`config.mk`:
```
export PLATFORM = sky130hd
export DESIGN_NAME = corr_score_engine
export DESIGN_NICKNAME = d
export VERILOG_FILES = /design/src/rtl/corr_score_engine.sv
export SDC_FILE = /design/constraint.sdc
export NUM_CORES = 1
export LEC_CHECK = 0
export ABC_AREA = 1
export CORE_MARGIN = 1
export CORE_UTILIZATION = 40
export CTS_BUF_LIST = sky130_fd_sc_hd__clkbuf_4
export CTS_CLUSTER_SIZE = 8
export DETAILED_ROUTE_END_ITERATION = 7
export SETUP_SLACK_MARGIN = 0.4
export SLEW_MARGIN = 10
export SYNTH_ARGS = -nofsm -noshare
export SYNTH_HDL_FRONTEND = slang
export SYNTH_SLANG_ARGS = --single-unit
```
`constraint.sdc`:
```
create_clock -name iCLK -period 2.9 [get_ports iCLK]
set_input_delay 0.58 -clock iCLK [delete_from_list [all_inputs] [get_ports iCLK]]
set_output_delay 0.58 -clock iCLK [all_outputs]
set_load 0.005 [all_outputs]
```
`src/rtl/corr_score_engine.sv`:
```
// Template correlation engine: raster-scans a TPL_W x TPL_H window, scoring similarity or SAD.
// Result TPL_W*TPL_H+RD_LAT+1 cycles after start; new starts are ignored while busy, and a SAD run stops early past its threshold.
module corr_score_engine #(
  parameter int PIX_W   = 10,
  parameter int COORD_W = 13,
  parameter int TPL_W   = 64,
  parameter int TPL_H   = 48,
  parameter int RD_LAT  = 2,
  parameter int SCORE_W = 32
) (
  input  logic               iCLK,
  input  logic               iRST_N,
  input  logic               iStart,
  input  logic [COORD_W-1:0] iXstart,
  input  logic [COORD_W-1:0] iYstart,
  input  logic               iMode,
  input  logic [SCORE_W-1:0] iAbortThr,
  output logic [COORD_W-1:0] oX_sram,
  output logic [COORD_W-1:0] oY_sram,
  output logic [COORD_W-1:0] oX_tpl,
  output logic [COORD_W-1:0] oY_tpl,
  input  logic [PIX_W-1:0]   reading_sram,
  input  logic [PIX_W-1:0]   reading_tpl,
  output logic               oBusy,
  output logic               oDone,
  output logic               oAborted,
  output logic [SCORE_W-1:0] oScore
);

  typedef enum logic [1:0] {IDLE, SCAN, DRAIN, DONE} state_t;

  localparam logic [COORD_W-1:0] X_LAST    = COORD_W'(TPL_W - 1);
  localparam logic [COORD_W-1:0] Y_LAST    = COORD_W'(TPL_H - 1);
  localparam logic [COORD_W-1:0] COORD_ONE = COORD_W'(1);
  localparam logic [PIX_W-1:0]   PIX_MAX   = '1;
  localparam logic [SCORE_W-1:0] SCORE_MAX = '1;

  state_t             state_q;
  logic [COORD_W-1:0] x_q, y_q, xs_q, ys_q;
  logic               mode_q;
  logic [SCORE_W-1:0] thr_q, acc_q, score_q;
  logic [RD_LAT-1:0]  vld_q, vld_d;
  logic               busy_q, done_q, aborted_q;

  logic               scan, last_idx, term_vld, abort_hit;
  logic [PIX_W-1:0]   diff, term;
  logic [SCORE_W:0]   sum;
  logic [SCORE_W-1:0] acc_d;

  assign scan      = (state_q == SCAN);
  assign last_idx  = (x_q == X_LAST) && (y_q == Y_LAST);
  assign term_vld  = vld_q[RD_LAT-1];
  assign diff      = (reading_sram >= reading_tpl) ? reading_sram - reading_tpl
                                                   : reading_tpl - reading_sram;
  assign term      = mode_q ? diff : PIX_MAX - diff;
  assign sum       = {1'b0, acc_q} + (SCORE_W+1)'(term);
  assign acc_d     = sum[SCORE_W] ? SCORE_MAX : sum[SCORE_W-1:0];
  // Checked against the already-updated accumulator, so the abort lands one edge after the crossing term.
  assign abort_hit = mode_q && (thr_q != '0) && (acc_q > thr_q) &&
                     ((state_q == SCAN) || (state_q == DRAIN));

  always_comb begin
    vld_d    = '0;
    vld_d[0] = scan && !abort_hit;
    for (int i = 1; i < RD_LAT; i++) vld_d[i] = vld_q[i-1];
  end

  always_ff @(posedge iCLK or negedge iRST_N) begin
    if (!iRST_N) begin
      state_q   <= IDLE;
      x_q       <= '0;
      y_q       <= '0;
      xs_q      <= '0;
      ys_q      <= '0;
      mode_q    <= 1'b0;
      thr_q     <= '0;
      acc_q     <= '0;
      score_q   <= '0;
      vld_q     <= '0;
      busy_q    <= 1'b0;
      done_q    <= 1'b0;
      aborted_q <= 1'b0;
    end else begin
      done_q <= 1'b0;
      vld_q  <= vld_d;
      case (state_q)
        IDLE: begin
          if (iStart) begin
            state_q   <= SCAN;
            xs_q      <= iXstart;
            ys_q      <= iYstart;
            mode_q    <= iMode;
            thr_q     <= iAbortThr;
            acc_q     <= '0;
            aborted_q <= 1'b0;
            busy_q    <= 1'b1;
            x_q       <= '0;
            y_q       <= '0;
          end
        end
        SCAN, DRAIN: begin
          if (abort_hit) begin
            state_q   <= DONE;
            vld_q     <= '0;
            aborted_q <= 1'b1;
            score_q   <= acc_q;
            done_q    <= 1'b1;
            x_q       <= '0;
            y_q       <= '0;
          end else begin
            if (term_vld) acc_q <= acc_d;
            if (state_q == SCAN) begin
              if (last_idx) begin
                state_q <= DRAIN;
                x_q     <= '0;
                y_q     <= '0;
              end else if (x_q == X_LAST) begin
                x_q <= '0;
                y_q <= y_q + COORD_ONE;
              end else begin
                x_q <= x_q + COORD_ONE;
              end
            end else if (vld_q == '0) begin
              state_q <= DONE;
              score_q <= acc_q;
              done_q  <= 1'b1;
            end
          end
        end
        DONE: begin
          state_q <= IDLE;
          busy_q  <= 1'b0;
        end
        default: state_q <= IDLE;
      endcase
    end
  end

  assign oX_tpl   = scan ? x_q : '0;
  assign oY_tpl   = scan ? y_q : '0;
  assign oX_sram  = scan ? xs_q + x_q : '0;
  assign oY_sram  = scan ? ys_q + y_q : '0;
  assign oBusy    = busy_q;
  assign oDone    = done_q;
  assign oAborted = aborted_q;
  assign oScore   = score_q;

endmodule

```
== Word level (Yosys, flattened, before mapping) ==
Cells that the tools add are included.

* Register bits: 156
* Input bits: 82

* Add/sub/neg operators: 8
* Magnitude comparators: 2
* Eq/ne operators: 14
* Multiplexer cells: 42
* Reductions and logical operators: 22

{| class="wikitable"
|+ Operators with widths
! cell !! number
|-
| $mux W32 || 7
|-
| $mux W13 || 13
|-
| $pmux W32 S2 || 1
|-
| $pmux W13 S2 || 2
|-
| $add A32 B10 Y33 || 1
|-
| $gt A32 B32 Y1 || 1
|-
| $reduce_bool A32 Y1 || 1
|-
| $add A13 B1 Y13 const B || 2
|-
| $add A13 B13 Y13 || 2
|-
| $eq A13 B6 Y1 const B || 2
|-
| $mux W10 || 2
|-
| $sub A10 B10 Y10 || 2
|-
| $mux W2 || 7
|-
| $ne A4 B4 Y1 const B || 3
|-
| $reduce_and A3 Y1 || 4
|-
| $ge A10 B10 Y1 || 1
|-
| $sub A10 B10 Y10 const A || 1
|-
| $ne A2 B2 Y1 const B || 4
|-
| $reduce_and A4 Y1 || 2
|-
| $mux W1 || 7
|-
| $pmux W2 S3 || 1
|-
| $reduce_bool A2 Y1 || 3
|-
| $logic_and A1 B1 Y1 || 5
|-
| $eq A2 B2 Y1 const B || 2
|-
| 9 further kinds || 12
|}

== Logic depth before layout (Yosys ltp) ==
* Depth in word-level cells: 9
* Mapped depth: 28
* Depth with buffers taken out: 27

== Worst setup path after synthesis ==
Ideal clock, no wire load.

* Path kind: input -> register
* From: in reading_sram[7]
* To: reg acc_q[12]
* Data arrival time: 3.616 ns
* Data required time: 2.826 ns
* Slack: -0.790 ns
* Stages on the path: 22
* Path through: inv_1 -> ha_1 -> inv_2 -> o21bai_1 -> a221oi_1 -> nand4_1 -> buf_2 -> o21ai_1 -> inv_1 -> nand2_1 -> nand2_1 -> fa_1 -> o21ai_2 -> nand3_2 -> nand3_4 -> nand2_4 -> nor2_4 -> nand2_4 -> nor2_8 -> buf_12 -> o21ai_2 -> o21ai_2

* Word-level cells in the longest chain between the ends: 9

{| class="wikitable"
|+ Ends and longest elaborated chain
! what !! line !! source
|-
| start, declared || 22 || <nowiki>input logic [PIX_W-1:0] reading_sram,</nowiki>
|-
| $sub A10 B10 Y10, or another cell as far along || 54 || <nowiki>: reading_tpl - reading_sram;</nowiki>
|-
| $mux W10 * || 53 || <nowiki>assign diff = (reading_sram >= reading_tpl) ? reading_sram - reading_tpl</nowiki>
|-
| $sub A10 B10 Y10 || 55 || <nowiki>assign term = mode_q ? diff : PIX_MAX - diff;</nowiki>
|-
| $mux W10 * || 55 ||
|-
| $add A32 B10 Y33 * || 56 || <nowiki>assign sum = {1'b0, acc_q} + (SCORE_W+1)'(term);</nowiki>
|-
| $mux W32 * || 57 || <nowiki>assign acc_d = sum[SCORE_W] ? SCORE_MAX : sum[SCORE_W-1:0];</nowiki>
|-
| $mux W32 * || 111 || <nowiki>if (term_vld) acc_q <= acc_d;</nowiki>
|-
| $mux W32 * || 102 || <nowiki>if (abort_hit) begin</nowiki>
|-
| $pmux W32 S2 * || 86 || <nowiki>case (state_q)</nowiki>
|-
| end signal, assigned || 77 || <nowiki>acc_q <= '0;</nowiki>
|-
| end signal, assigned || 94 || <nowiki>acc_q <= '0;</nowiki>
|-
| end signal, assigned || 111 ||
|-
| end, declared || 41 || <nowiki>logic [SCORE_W-1:0] thr_q, acc_q, score_q;</nowiki>
|}

Mark *: on every way between the ends. The rest lies on a longest branch, timed or not. The select of a mux whose other input is x is not followed.
A chain may end at the register's enable or synchronous reset.

== Worst setup path in the final report ==
* From: in reading_tpl[7]
* To: reg acc_q[20]

* Word-level cells in the longest chain between the ends: 9

{| class="wikitable"
|+ Ends and longest elaborated chain
! what !! line !! source
|-
| start, declared || 23 || <nowiki>input logic [PIX_W-1:0] reading_tpl,</nowiki>
|-
| $sub A10 B10 Y10, or another cell as far along || 54 ||
|-
| $mux W10 * || 53 ||
|-
| $sub A10 B10 Y10 || 55 ||
|-
| $mux W10 * || 55 ||
|-
| $add A32 B10 Y33 * || 56 ||
|-
| $mux W32 * || 57 ||
|-
| $mux W32 * || 111 ||
|-
| $mux W32 * || 102 ||
|-
| $pmux W32 S2 * || 86 ||
|}

Marks and branches as above.

==> impl_metrics.env <==
export IMPL_status="finished with violations"
export IMPL_failed_checks="setup timing"
export IMPL_grt_antenna_before_repair=1
export IMPL_drc=0
export IMPL_wl_per_cell_um=15.6
export IMPL_fin_skew_ns=0.0409
export IMPL_synth_cell_type_count=48
export IMPL_r2r_setup_slack_ns=0.06
export IMPL_grt_max_degree=93
export IMPL_cts_root_buf="clkbuf_4"
export IMPL_hp_start="vld_q[0]$_DFF_PN0_"
export IMPL_wl_mm=36.5
export IMPL_fin_nets=2123
export IMPL_relSlewSlack_pct=23.0
export IMPL_cts_max_path_buffers=2
export IMPL_grt_pass1_wl_mm=56.4
export IMPL_place_hpwl_mm=24.4
export IMPL_worstSetupPathType="input pin to register"
export IMPL_synth_area_leaders="dfrtp_1, nand2_1, ha_1"
export IMPL_layout_commonest_cell="nand2_1"
export IMPL_synth_area_per_cell_um2=7.28
export IMPL_path_clk_slew_ns=0.15
export IMPL_cp_required_ns=3.43
export IMPL_ant_nets=0
export IMPL_viasPerCell=5.03
export IMPL_yosysSeqAreaShare_pct=34.4
export IMPL_htreeDepth=4
export IMPL_hp_class="register to register"
export IMPL_netlist_area_mm2=0.0113
export IMPL_initial_core_util_pct=40.7
export IMPL_slew_violations=0
export IMPL_hold_viol=0
export IMPL_clock_latency_ns=0.60
export IMPL_powerDensity_mw_per_mm2=923
export IMPL_gp_congestion=0.945
export IMPL_reg2reg_depth=18
export IMPL_cp_max_fo=7
export IMPL_maxCapViolCount=0
export IMPL_vias=11800
export IMPL_rsz0062_at_grt="yes"
export IMPL_design_power_total_mw=15.8
export IMPL_first_pass_iters=6
export IMPL_place_area_mm2=0.0145
export IMPL_port_buffers=168
export IMPL_grt_pass1_vias=11200
export IMPL_cts_tree="built"
export IMPL_cts_made_buffers=17
export IMPL_p_clk_share_pct=9.6
export IMPL_die_x_um=170
export IMPL_synth_seq_cells=156
export IMPL_p_int_mw=8.38
export IMPL_min_period_ns=3.29
export IMPL_p_switching_mw=7.46
export IMPL_ys_warn_count=0
export IMPL_clock_fmax_ghz=0.304
export IMPL_io_pins=169
export IMPL_grt_util_all_layers_pct=24.5
export IMPL_synthArstFlopShare_pct=100
export IMPL_whs_path_depth=2
export IMPL_drive_gt1_share_pct=35.0
export IMPL_synth_edff_count=0
export IMPL_p_leak_nw=8.38
export IMPL_cts_sinks=156
export IMPL_mostFrequentLayoutCells="nand2_1, buf_4, inv_1, dfrtp_1, clkdlybuf4s50_1"
export IMPL_final_core_util_pct=61.6
export IMPL_startpoint_type="input pin"
export IMPL_core_mm2=0.0279
export IMPL_tightest_slew_ns=1.15
export IMPL_synth_fp_nets=1735
export IMPL_worst_setup_path_end_kind="register"
export IMPL_place_inst=2184
export IMPL_p_seq_share_pct=23.5
export IMPL_overflow=0
export IMPL_ys_dominant_reg_cell="dfrtp_1"
export IMPL_stdcell_count=2338
export IMPL_finalSetupViolations=42
export IMPL_setup_ws_ns=-0.391
export IMPL_design_area_mm2=0.0172
export IMPL_ir_drop_v=0.000570
export IMPL_die_y_um=170
export IMPL_area_growth_pct=51.4
export IMPL_cp_data_arrival_time_ns=3.82
export IMPL_synthCells=1557
export IMPL_comb_power_share_pct=66.9
export IMPL_dieArea_mm2=0.0290
export IMPL_synth_top_cell_by_area="dfrtp_1"
export IMPL_rows=61
export IMPL_r2r_start="mode_q$_DFFE_PN0P_"
export IMPL_drtIter0Drc=740
export IMPL_rr_endpoint="acc_q[20]$_DFFE_PN0P_"
export IMPL_period_share_pct=113
export IMPL_synth_top_area_share_pct=34.4
export IMPL_switching_share_pct=47.1
export IMPL_hold_path_endpoint="vld_q[1]$_DFF_PN0_"
export IMPL_num_fill_cells=2434
cell usage after synthesis, types with 7 or more instances:
cell type,instances
inv_1,204
o21ai_0,78
xor2_1,46
nor3_1,18
nand2_2,16
nor2_1,96
dfrtp_1,156
clkbuf_1,25
nand4_1,25
ha_1,91
nand3_1,75
xnor2_1,8
a21o_1,9
o21ai_2,31
a21oi_1,71
inv_2,9
buf_2,10
nand2_1,448
nor4_1,7
o21ai_1,71
worst max-delay path by stage:
stage | endpoint | from | cells past startpoint | slack, ns
floorplan | acc_q[12]$_DFFE_PN0P_ | reading_tpl[7] | 21 | -0.48
global placement | acc_q[14]$_DFFE_PN0P_ | reading_sram[8] | 22 | -1.34
detailed placement | acc_q[1]$_DFFE_PN0P_ | reading_tpl[7] | 22 | -1.41
CTS | acc_q[21]$_DFFE_PN0P_ | reading_sram[7] | 24 | -0.27
global route | acc_q[19]$_DFFE_PN0P_ | reading_tpl[2] | 26 | -0.50
finish | acc_q[20]$_DFFE_PN0P_ | reading_tpl[7] | 23 | -0.39
worst max-delay path: stages:
cell	delay, ns
buf_8	0.10
ha_4	0.25
inv_4	0.06
o21bai_4	0.06
a221oi_4	0.29
nand4_1	0.27
buf_4	0.23
buf_6	0.11
o211ai_1	0.15
nand2_1	0.11
ha_4	0.32
nand2_4	0.08
o21ai_4	0.16
nand2_2	0.09
nand3_4	0.11
nand2_4	0.07
nor2_4	0.15
nand2_4	0.08
nor2_8	0.16
buf_12	0.15
buf_12	0.11
o21ai_2	0.06
o21ai_2	0.06
logic make-up (layout without fill, tap and decap cells):
family                     Yosys count  count (layout)  share of synthesized area (%)
and+or+nand+nor                    716             719                           27.5
xor gates and xnor gates            54              54                           4.17
other                                0               2                              0
adders and majority gates           96              96                           10.9
buffers and inverters              260             658                           9.26
AOI/OAI and AO/OA                  275             275                           13.7
DFF                                156             156                           34.4
stage by stage:
step / TNS [ns] / hold slack, ns / worst slack, ns
6_report: -11.41 / 0.487 / -0.391
5_1_grt: -17.11 / 0.455 / -0.503
4_1_cts: -6.72 / 0.476 / -0.270
3_5_place_dp: -42.95 / 0.461 / -1.41
3_3_place_gp: -41.33 / 0.451 / -1.34
2_1_floorplan: -12.15 / 0.284 / -0.480
power groups by stage:
stage | combinational, mW | clock [mW] | sequential (mW)
2_1_floorplan | 5.09 | 0 | 3.53
3_3_place_gp | 7.64 | 0 | 3.69
3_5_place_dp | 7.75 | 0 | 3.68
4_1_cts | 9.32 | 1.55 | 3.70
5_1_grt | 11.6 | 1.64 | 3.82
6_report | 10.6 | 1.52 | 3.73
cell type report:
class	instances	area, µm²	area share (%)
inverters	215	846	4.93
multi-input cells	1144	8000	46.6
flip-flops and latches	156	3910	22.8
repair buffers	410	3620	21.1
repair inverters	1	5.00	0.0292
well taps	378	473	2.76
diodes	2	5.00	0.0292
clock inverters	13	168	0.977
clock buffers	19	143	0.831
metal layers:
layer | routed length, µm | global-route usage [%] | vias to the layer above
met5 | 0 | 0 | -
met4 | 449 | 4.66 | 0
met3 | 1400 | 3.79 | 42
met2 | 18400 | 43.4 | 285
met1 | 16300 | 31.4 | 5598
li1 | - | - | 5827
registers in the layout, indices dropped and copies added (netlist names):
signal,cells
x_q,13
y_q,13
acc_q,32
vld_q,2
oBusy,1
mode_q,1
oAborted,1
ys_q,13
state_q,2
oScore,32
thr_q,32
xs_q,13
oDone,1
what timing repair did:
action,CTS,global route
pin swaps,135,89
hold buffers,1,0
gates resized for setup,492,143
gates cloned,5,5
endpoints found under the setup margin,125,138
buffers inserted,67,42
hold endpoints to repair,27,0
Power figures use the tool's default switching activity.
